--- src/rtl/vga_pkg.sv ---
// Shared VGA constants: default 640x480@60 timing, RGB565 pixel type and the fill palette.
package vga_pkg;

    localparam int CNT_W = 10;

    localparam int DEF_H_ACTIVE = 640;
    localparam int DEF_H_FRONT  = 16;
    localparam int DEF_H_SYNC   = 96;
    localparam int DEF_H_BACK   = 48;
    localparam int DEF_H_TOTAL  = DEF_H_ACTIVE + DEF_H_FRONT + DEF_H_SYNC + DEF_H_BACK;
    localparam int DEF_H_SYNC_START = DEF_H_ACTIVE + DEF_H_FRONT;
    localparam int DEF_H_SYNC_END   = DEF_H_SYNC_START + DEF_H_SYNC - 1;

    localparam int DEF_V_ACTIVE = 480;
    localparam int DEF_V_FRONT  = 10;
    localparam int DEF_V_SYNC   = 2;
    localparam int DEF_V_BACK   = 33;
    localparam int DEF_V_TOTAL  = DEF_V_ACTIVE + DEF_V_FRONT + DEF_V_SYNC + DEF_V_BACK;
    localparam int DEF_V_SYNC_START = DEF_V_ACTIVE + DEF_V_FRONT;
    localparam int DEF_V_SYNC_END   = DEF_V_SYNC_START + DEF_V_SYNC - 1;

    localparam int DEF_FRAMES_PER_COLOR = 60;

    typedef logic [15:0] rgb565_t;

    localparam int PALETTE_SIZE = 8;

    // white, red, green, blue, yellow, cyan, magenta, black
    localparam rgb565_t PALETTE [PALETTE_SIZE] = '{
        16'hFFFF, 16'hF800, 16'h07E0, 16'h001F,
        16'hFFE0, 16'h07FF, 16'hF81F, 16'h0000
    };

    function automatic logic in_range(
        input logic [CNT_W-1:0] value,
        input logic [CNT_W-1:0] lo,
        input logic [CNT_W-1:0] hi
    );
        return (value >= lo) && (value <= hi);
    endfunction

endpackage

--- src/rtl/vga_timing.sv ---
// Pixel-rate enable, horizontal/vertical counters and registered sync pulses for one VGA mode.
module vga_timing
    import vga_pkg::*;
#(
    parameter int H_ACTIVE = DEF_H_ACTIVE,
    parameter int H_FRONT  = DEF_H_FRONT,
    parameter int H_SYNC   = DEF_H_SYNC,
    parameter int H_BACK   = DEF_H_BACK,
    parameter int V_ACTIVE = DEF_V_ACTIVE,
    parameter int V_FRONT  = DEF_V_FRONT,
    parameter int V_SYNC   = DEF_V_SYNC,
    parameter int V_BACK   = DEF_V_BACK
) (
    input  logic clk,
    input  logic rst_n,
    output logic o_hsync,
    output logic o_vsync,
    output logic o_active,
    output logic o_frame_end
);

    localparam int H_TOTAL = H_ACTIVE + H_FRONT + H_SYNC + H_BACK;
    localparam int V_TOTAL = V_ACTIVE + V_FRONT + V_SYNC + V_BACK;

    localparam logic [CNT_W-1:0] H_LAST       = CNT_W'(H_TOTAL - 1);
    localparam logic [CNT_W-1:0] H_ACT        = CNT_W'(H_ACTIVE);
    localparam logic [CNT_W-1:0] H_SYNC_START = CNT_W'(H_ACTIVE + H_FRONT);
    localparam logic [CNT_W-1:0] H_SYNC_END   = CNT_W'(H_ACTIVE + H_FRONT + H_SYNC - 1);

    localparam logic [CNT_W-1:0] V_LAST       = CNT_W'(V_TOTAL - 1);
    localparam logic [CNT_W-1:0] V_ACT        = CNT_W'(V_ACTIVE);
    localparam logic [CNT_W-1:0] V_SYNC_START = CNT_W'(V_ACTIVE + V_FRONT);
    localparam logic [CNT_W-1:0] V_SYNC_END   = CNT_W'(V_ACTIVE + V_FRONT + V_SYNC - 1);

    logic             r_pix_en;
    logic [CNT_W-1:0] r_h_cnt;
    logic [CNT_W-1:0] r_v_cnt;
    logic             r_hsync;
    logic             r_vsync;

    logic w_h_last;
    logic w_v_last;
    logic w_in_hsync;
    logic w_in_vsync;

    assign w_h_last   = (r_h_cnt == H_LAST);
    assign w_v_last   = (r_v_cnt == V_LAST);
    assign w_in_hsync = in_range(r_h_cnt, H_SYNC_START, H_SYNC_END);
    assign w_in_vsync = in_range(r_v_cnt, V_SYNC_START, V_SYNC_END);

    // One pixel spans two system clocks; the counters move only on the enabled half.
    always_ff @(posedge clk) begin
        if (!rst_n) begin
            r_pix_en <= 1'b0;
            r_h_cnt  <= '0;
            r_v_cnt  <= '0;
            r_hsync  <= 1'b1;
            r_vsync  <= 1'b1;
        end else begin
            r_pix_en <= ~r_pix_en;
            r_hsync  <= ~w_in_hsync;
            r_vsync  <= ~w_in_vsync;
            if (r_pix_en) begin
                if (w_h_last) begin
                    r_h_cnt <= '0;
                    r_v_cnt <= w_v_last ? '0 : r_v_cnt + CNT_W'(1);
                end else begin
                    r_h_cnt <= r_h_cnt + CNT_W'(1);
                end
            end
        end
    end

    assign o_hsync     = r_hsync;
    assign o_vsync     = r_vsync;
    assign o_active    = (r_h_cnt < H_ACT) && (r_v_cnt < V_ACT);
    assign o_frame_end = r_pix_en && w_h_last && w_v_last;

endmodule

--- src/rtl/vga_solid_color.sv ---
// VGA display demo: full-screen solid fill that steps through the palette every few frames.
module vga_solid_color
    import vga_pkg::*;
#(
    parameter int H_ACTIVE         = DEF_H_ACTIVE,
    parameter int H_FRONT          = DEF_H_FRONT,
    parameter int H_SYNC           = DEF_H_SYNC,
    parameter int H_BACK           = DEF_H_BACK,
    parameter int V_ACTIVE         = DEF_V_ACTIVE,
    parameter int V_FRONT          = DEF_V_FRONT,
    parameter int V_SYNC           = DEF_V_SYNC,
    parameter int V_BACK           = DEF_V_BACK,
    parameter int FRAMES_PER_COLOR = DEF_FRAMES_PER_COLOR
) (
    input  logic        clk,
    input  logic        rst_n,
    output logic        hsync,
    output logic        vsync,
    output logic [15:0] rgb
);

    localparam int FC_W = $clog2(FRAMES_PER_COLOR + 1);
    localparam logic [FC_W-1:0] FC_LAST = FC_W'(FRAMES_PER_COLOR - 1);

    logic w_active;
    logic w_frame_end;

    logic [FC_W-1:0] r_frame_cnt;
    logic [2:0]      r_color_idx;
    rgb565_t         r_rgb;

    vga_timing #(
        .H_ACTIVE (H_ACTIVE),
        .H_FRONT  (H_FRONT),
        .H_SYNC   (H_SYNC),
        .H_BACK   (H_BACK),
        .V_ACTIVE (V_ACTIVE),
        .V_FRONT  (V_FRONT),
        .V_SYNC   (V_SYNC),
        .V_BACK   (V_BACK)
    ) u_timing (
        .clk         (clk),
        .rst_n       (rst_n),
        .o_hsync     (hsync),
        .o_vsync     (vsync),
        .o_active    (w_active),
        .o_frame_end (w_frame_end)
    );

    // The colour index only moves on the last pixel of a frame, so a frame is always one colour.
    always_ff @(posedge clk) begin
        if (!rst_n) begin
            r_frame_cnt <= '0;
            r_color_idx <= '0;
            r_rgb       <= '0;
        end else begin
            r_rgb <= w_active ? PALETTE[r_color_idx] : rgb565_t'(0);
            if (w_frame_end) begin
                if (r_frame_cnt == FC_LAST) begin
                    r_frame_cnt <= '0;
                    r_color_idx <= r_color_idx + 3'd1;
                end else begin
                    r_frame_cnt <= r_frame_cnt + FC_W'(1);
                end
            end
        end
    end

    assign rgb = r_rgb;

endmodule

--- config.mk ---
export PLATFORM = sky130hd
export DESIGN_NAME = vga_solid_color
export DESIGN_NICKNAME = d
export VERILOG_FILES = /design/src/rtl/vga_pkg.sv /design/src/rtl/vga_timing.sv /design/src/rtl/vga_solid_color.sv
export SDC_FILE = /design/constraint.sdc
export NUM_CORES = 1
export LEC_CHECK = 0
export ABC_AREA = 1
export CAP_MARGIN = 20
export CORE_MARGIN = 2
export CORE_UTILIZATION = 56
export DETAILED_ROUTE_END_ITERATION = 7
export HOLD_SLACK_MARGIN = 0.02
export PLACE_DENSITY = 0.79
export SLEW_MARGIN = 20
export SYNTH_ARGS = -nofsm -noshare
export SYNTH_HDL_FRONTEND = slang
export SYNTH_SLANG_ARGS = --single-unit
export TNS_END_PERCENT = 5
--- constraint.sdc ---
create_clock -name clk -period 1.6 [get_ports clk]
set_input_delay 0.16 -clock clk [delete_from_list [all_inputs] [get_ports clk]]
set_output_delay 0.16 -clock clk [all_outputs]
set_load 0.05 [all_outputs]
==> results of run 1 <==
## metal layers
layer | part of all wire (%) | wire length, µm | track usage [%] | up-vias
met3 | 3.0 | 114 | 4.324 | 6
li1 | - | - | - | 908
met5 | 0 | 0 | 0 | -
met1 | 46 | 1726 | 24.13 | 757
met4 | 1.4 | 51 | 8.333 | 0
met2 | 50 | 1870 | 36.56 | 17
## cell usage after synthesis
library cell | number | area share (%)
a21oi_1 | 12 | 3.1
a21oi_2 | 2 | 0.90
buf_2 | 2 | 0.52
buf_4 | 13 | 5.0
buf_6 | 1 | 0.58
clkbuf_1 | 1 | 0.19
dfxtp_1 | 35 | 36
ha_1 | 7 | 4.5
inv_1 | 37 | 7.2
mux2_2 | 2 | 1.2
nand2_1 | 53 | 10
nand2_2 | 3 | 0.97
nand3_1 | 18 | 4.6
nand3b_1 | 1 | 0.39
nand4_1 | 8 | 2.6
nand4_4 | 1 | 1.1
nor2_1 | 50 | 9.7
nor2_2 | 2 | 0.65
nor2_4 | 3 | 1.7
nor3_1 | 6 | 1.5
nor3b_1 | 1 | 0.39
o2111ai_1 | 1 | 0.45
o211ai_1 | 1 | 0.39
o21a_1 | 1 | 0.39
o21ai_0 | 5 | 1.3
o21ai_1 | 3 | 0.77
o21bai_1 | 1 | 0.39
or2_2 | 1 | 0.32
xor2_1 | 6 | 2.7
## cell families after synthesis
logic type                 count (synthesis)  share of synthesized area (%)
and+or+nand+nor                          147                          34.28
DFF                                       35                          36.15
buffers and inverters                     54                          13.49
AOI/OAI and AO/OA                         26                          7.683
xor gates and xnor gates                   6                          2.711
adders and majority gates                  7                          4.519
muxes                                      2                          1.162
## power breakdown
group | switching, mW | total (mW) | internal (mW) | leakage [nW]
Combinational | 0.118 | 0.167 | 0.0488 | 0.610
Sequential | 0.0101 | 0.891 | 0.881 | 0.285
Clock | 0.301 | 0.470 | 0.169 | 0.0282
Total | 0.429 | 1.53 | 1.10 | 0.923
## worst reg2reg max path, delay by kind of cell (launching register included)
kind | cells | cell delay, ns
simple gates | 4 | 0.57
flops | 1 | 0.36
buf+inv | 3 | 0.26
fa+ha+maj | 1 | 0.14
compound gates | 1 | 0.12
## what timing repair did
item | 4_1_cts | 5_1_grt
gates resized for setup | 1 | 7
pin swaps | 0 | 1
endpoints found under the setup margin | 1 | 16
hold endpoints to repair | 0 | 0
buffers inserted | 0 | 3
## placed cells by master (no fill, tap or decap), drive strengths merged
cell type / synthesis / routed
a21oi: 14 / 14
buf: 16 / 30
clkbuf: 1 / 6
clkdlybuf4s50: 0 / 1
clkinv: 0 / 1
clkinvlp: 0 / 1
dfxtp: 35 / 35
dlygate4sd2: 0 / 1
ha: 7 / 7
inv: 37 / 37
mux2: 2 / 2
nand2: 56 / 56
nand3: 18 / 18
nand3b: 1 / 1
nand4: 9 / 9
nor2: 55 / 55
nor3: 6 / 6
nor3b: 1 / 1
o2111ai: 1 / 1
o211ai: 1 / 1
o21a: 1 / 1
o21ai: 8 / 8
o21bai: 1 / 1
or2: 1 / 1
xor2: 6 / 6
## path summary, 6_finish.rpt
check	to	cells past startpoint	start	slack [ns]
worst max-delay path	r_frame_cnt[3]	9	u_timing.r_v_cnt[1]	0.09
worst min-delay path	u_timing.r_v_cnt[8]	2	u_timing.r_v_cnt[8]	0.49
worst max register to register	r_frame_cnt[3]	9	u_timing.r_v_cnt[1]	0.09
worst min register to register	u_timing.r_v_cnt[8]	2	u_timing.r_v_cnt[8]	0.49
## state kept, by name, indices dropped and copies added (netlist names)
register           count
r_color_idx            3
u_timing.r_h_cnt      10
u_timing.r_pix_en      1
r_frame_cnt            6
u_timing.o_vsync       1
rgb                    3
u_timing.o_hsync       1
u_timing.r_v_cnt      10
## area by class of cell
cell class	instances	area, µm²
repair buffers	32	256.5
multi-input cells	188	988.4
clock buffers	6	41.29
clock inverters	2	12.51
inverters	37	138.9
fillers	298	1139
flip-flops and latches	35	703.2
well taps	46	57.56
## metrics by stage
stage / power (mW) / util, %
floorplan: 1.044 / -
global placement: 1.077 / 63.18
detailed placement: 1.078 / 63.18
CTS: 1.543 / 64.75
global route: 1.598 / 65.88
finish: 1.528 / 65.88
==> metrics.csv, run 1 <==
metric,value,unit
outcome,finished clean,
Final Wtd Congestion,0.8450,
max-cap viol count,0,
global-route wire length before repair,6575,µm
largest net degree at the start of global routing,13,
DP Cell Count,335,
Area growth syn-to-layout,13.43,%
share of cells above drive strength 1,19.00,%
#FFs+latches synth,35,
DRC violations left,0,
YS warnings,0,
Synth cell types,29,
slew margin rel.,67.45,%
Final HPWL DP,2860,µm
design area,2198,µm²
largest fanout on the critical path,12,
Post-Syn Area,1938,µm²
Ports,20,
die area,3948,µm²
"CP delay by family, top",simple AND/OR/NAND/NOR gates,
Buf/Inv on CP,3,
Critical Path End Type,flop,
syn avg cell area,6.997,µm²
clk_skew,0.01748,ns
final worst slack,0.09072,ns
antenna violations before repair,0,
H-tree lvl count,2,
FP Rows,21,
Worst Path Required,1.87,ns
GR Overflow Total,0,
min Tclk post-route,1.509,ns
Diodes inserted,0,
"slowest stage delay, CP",0.36,ns
initial DRC count,63,
"most used cell, CP",inv_1,
final hold vios,0,
DP Worst Slack,0.07947,ns
sequence of cells on the critical path,"inv_1, ha_1, inv_1, nor2_1, nand4_1, nor2_4, buf_12, nand2_2, a21oi_2",
Final Non-Filler Cells,346,
post-synthesis cell count,277,
clock latency on the worst-skew pair,0.35,ns
vias after detailed routing,1688,
NumNets Final,308,
startpoint class of the critical path,flop,
vias in the first global route,1542,
Clock Pin Slew Worst Setup and Hold Paths,0.11,ns
Max Clk Rate,0.6626,GHz
final setup fails,0,
drt total wl,3763,µm
Final Max Tran Viols,0,
Worst IR Drop VDD,0.0004017,V
input/output buffers,19,
DP Area,2108,µm²
CTS tree,built,
period utilisation layout,94.33,%
"Seq/Total Area, Yosys",36.15,%
RSZ-0062 raised after global routing,true,
Total GRT Usage,20.63,%
Die Y,62.83,µm
Starting Density,58.08,%
P_leak,0.9228,nW
Root Buffer,clkbuf_4,
drt wl/cell,10.88,µm
syn nets,286,
setup TNS,0,ns
WP data arrival,1.78,ns
Die X,62.83,µm
worst hold path class,flop to flop,
TritonCTS Buffers,5,
hold slack,0.4902,ns
CP Class,flop to flop,
Std-Cell Core Area,3337,µm²
pwr/cell area,694.9,nW/µm²
post-DR vias/cell,4.879,
Worst Tran Pin Value,0.4902,ns
Post-CTS Hold Fix Bufs,0,
drt pass-1 iters,4,
slowest CP cell,dfxtp_2,
deepest clock path buffer count,2,
Clock Sinks,35,
Final ANT Viol Nets,0,
(Power assumes the default switching activity.)
==> run 2, diff against run 1 <==
--- a/config.mk
+++ b/config.mk
@@ -11,7 +11,7 @@
 export CORE_UTILIZATION = 56
 export DETAILED_ROUTE_END_ITERATION = 7
 export HOLD_SLACK_MARGIN = 0.02
-export PLACE_DENSITY = 0.79
+export PLACE_DENSITY = 0.86
 export SLEW_MARGIN = 20
 export SYNTH_ARGS = -nofsm -noshare
 export SYNTH_HDL_FRONTEND = slang
==> run 2 against run 1 <==
Effect of this change: setup slack worse by 0.00097 ns; fmax about the same; highest routed layer unchanged; total power grew 10%; combinational power fell by 2%.
==> metrics.csv, run 2 (synthesized netlist as in run 1, its figures left out) <==
metric,value,unit
slowest CP cell,dfxtp_1,
"slowest stage delay, CP",0.37,ns
area of the multi-input gates,983.4,µm²
final setup fails,0,
Root Buffer,clkbuf_4,
Starting Density,58.08,%
Final Wtd Congestion,0.8779,
vias in the first global route,1495,
outcome,finished clean,
WP data arrival,1.76,ns
pwr/cell area,771.6,nW/µm²
largest fanout on the critical path,12,
CP Class,flop to flop,
Clock Pin Slew Worst Setup and Hold Paths,0.11,ns
Register Area,703.2,µm²
Final Max Tran Viols,0,
P_leak,0.9177,nW
RSZ-0062 raised after global routing,false,
Total GRT Usage,19.85,%
post-DR vias/cell,4.903,
Die Y,62.83,µm
Worst IR Drop VDD,0.0003995,V
Diodes inserted,0,
vias after detailed routing,1672,
worst hold path class,flop to flop,
Clock Sinks,35,
clk_skew,0.01145,ns
deepest clock path buffer count,2,
Largest regs,"u_timing.r_h_cnt: 10 flops, u_timing.r_v_cnt: 10 flops, r_frame_cnt: 6 flops",
NumNets Final,303,
antenna violations before repair,0,
fin util,65.39,%
most frequent cells in the layout,"nand2_1 (53), nor2_1 (49), inv_1 (35)",
TritonCTS Buffers,5,
die area,3948,µm²
largest net degree at the start of global routing,13,
FP Rows,21,
Std-Cell Core Area,3337,µm²
Worst Tran Pin Value,0.3744,ns
drt total wl,3631,µm
slew margin rel.,74.85,%
Area growth syn-to-layout,12.59,%
max-cap viol count,0,
input/output buffers,19,
setup TNS,0,ns
Final ANT Viol Nets,0,
Critical Path End Type,flop,
drt wl/cell,10.65,µm
"commonest non-fill, non-tap cell in the layout",nand2_1,
global-route wire length before repair,6265,µm
fill count,298,
Final HPWL DP,2825,µm
clock latency on the worst-skew pair,0.34,ns
H-tree lvl count,2,
Die X,62.83,µm
DRC violations left,0,
sequence of cells on the critical path,"ha_1, nand2_1, nor2_4, nand4_4, nor2_4, buf_12, nand3_1, nand2_1, nor2_1",
period utilisation layout,94.39,%
GR Overflow Total,0,
share of cells above drive strength 1,17.97,%
final hold vios,0,
min Tclk post-route,1.510,ns
CTS tree,built,
Max Clk Rate,0.6621,GHz
drt pass-1 iters,4,
initial DRC count,90,
Worst Path Required,1.85,ns
startpoint class of the critical path,flop,
Ports,20,
## run 2: cell types whose count changed in the layout (fill, tap and decap cells not counted)
cell,delta
nor2_1,-1
clkbuf_1,-1
nor2_2,+1
nand2_2,-1
dlygate4sd2_1,-1
nand2_1,+1
bufinv_16,+1
nand3_2,-1
clkinvlp_4,-1
clkinv_4,+1
nand3_1,+1
buf_4,-4
## run 2: path summary, 6_finish.rpt
kind	start	end	slack, ns	cells past startpoint
worst max-delay path	u_timing.r_h_cnt[0]	r_color_idx[1]	0.09	9
worst min-delay path	u_timing.r_h_cnt[1]	u_timing.r_h_cnt[1]	0.50	2
worst max register to register	u_timing.r_h_cnt[0]	r_color_idx[1]	0.09	9
worst min register to register	u_timing.r_h_cnt[1]	u_timing.r_h_cnt[1]	0.50	2
## run 2: final cells by class
cell class / instances / area share [%]
clock inverters: 3 / 2.007
repair buffers: 27 / 9.977
well taps: 46 / 2.638
flip-flops and latches: 35 / 32.22
multi-input cells: 188 / 45.07
inverters: 37 / 6.365
clock buffers: 5 / 1.720
## run 2: routing by layer
metal / part of all wire, % / GRT usage [%]
met5: 0 / 0
met1: 48 / 23.54
met2: 48 / 34.14
met4: 1.4 / 7.500
met3: 2.8 / 5.405
## run 2: power breakdown
group	switching [mW]	total (mW)	internal, mW
clock network	0.299	0.628	0.329
logic	0.117	0.163	0.0460
registers	0.0117	0.893	0.881
total	0.428	1.68	1.26
## run 2: critical path, delay by kind of cell, from the launching register on
| family | cells | cell delay (ns) |
|---|---|---|
| adders and majority gates | 1 | 0.17 |
| buffers and inverters | 1 | 0.14 |
| DFF | 1 | 0.37 |
| and+or+nand+nor | 7 | 0.74 |
## run 2: timing repair
item | CTS | global route
gates resized for setup | 0 | 6
setup endpoints to repair | 0 | 15
buffers inserted | 0 | 0
hold buffers | 0 | 0
## run 2: per-stage QoR
| stage | worst slack, ns | hold WS [ns] | power [mW] | std cells | instance area [µm²] |
|---|---|---|---|---|---|
| 3_3_place_gp | 0.1318 | 0.4848 | 1.073 | 333 | 2091 |
| 3_5_place_dp | 0.1037 | 0.4867 | 1.076 | 333 | 2091 |
| 4_1_cts | 0.08716 | 0.5027 | 1.709 | 341 | 2172 |
| 6_report | 0.08975 | 0.4965 | 1.684 | 341 | 2182 |
| 5_1_grt | 0.001614 | 0.5264 | 1.752 | 341 | 2182 |
| 2_1_floorplan | 0.1468 | 0.3375 | 1.044 | 277 | 1938 |
==> run 3, diff against run 2 <==
--- a/config.mk
+++ b/config.mk
@@ -6,6 +6,7 @@
 export NUM_CORES = 1
 export LEC_CHECK = 0
 export ABC_AREA = 1
+export ABC_CLOCK_PERIOD_IN_PS = 1600
 export CAP_MARGIN = 20
 export CORE_MARGIN = 2
 export CORE_UTILIZATION = 56
==> results of run 3 <==
No change in the layout: final DEF, timing and power equal those of run 2.
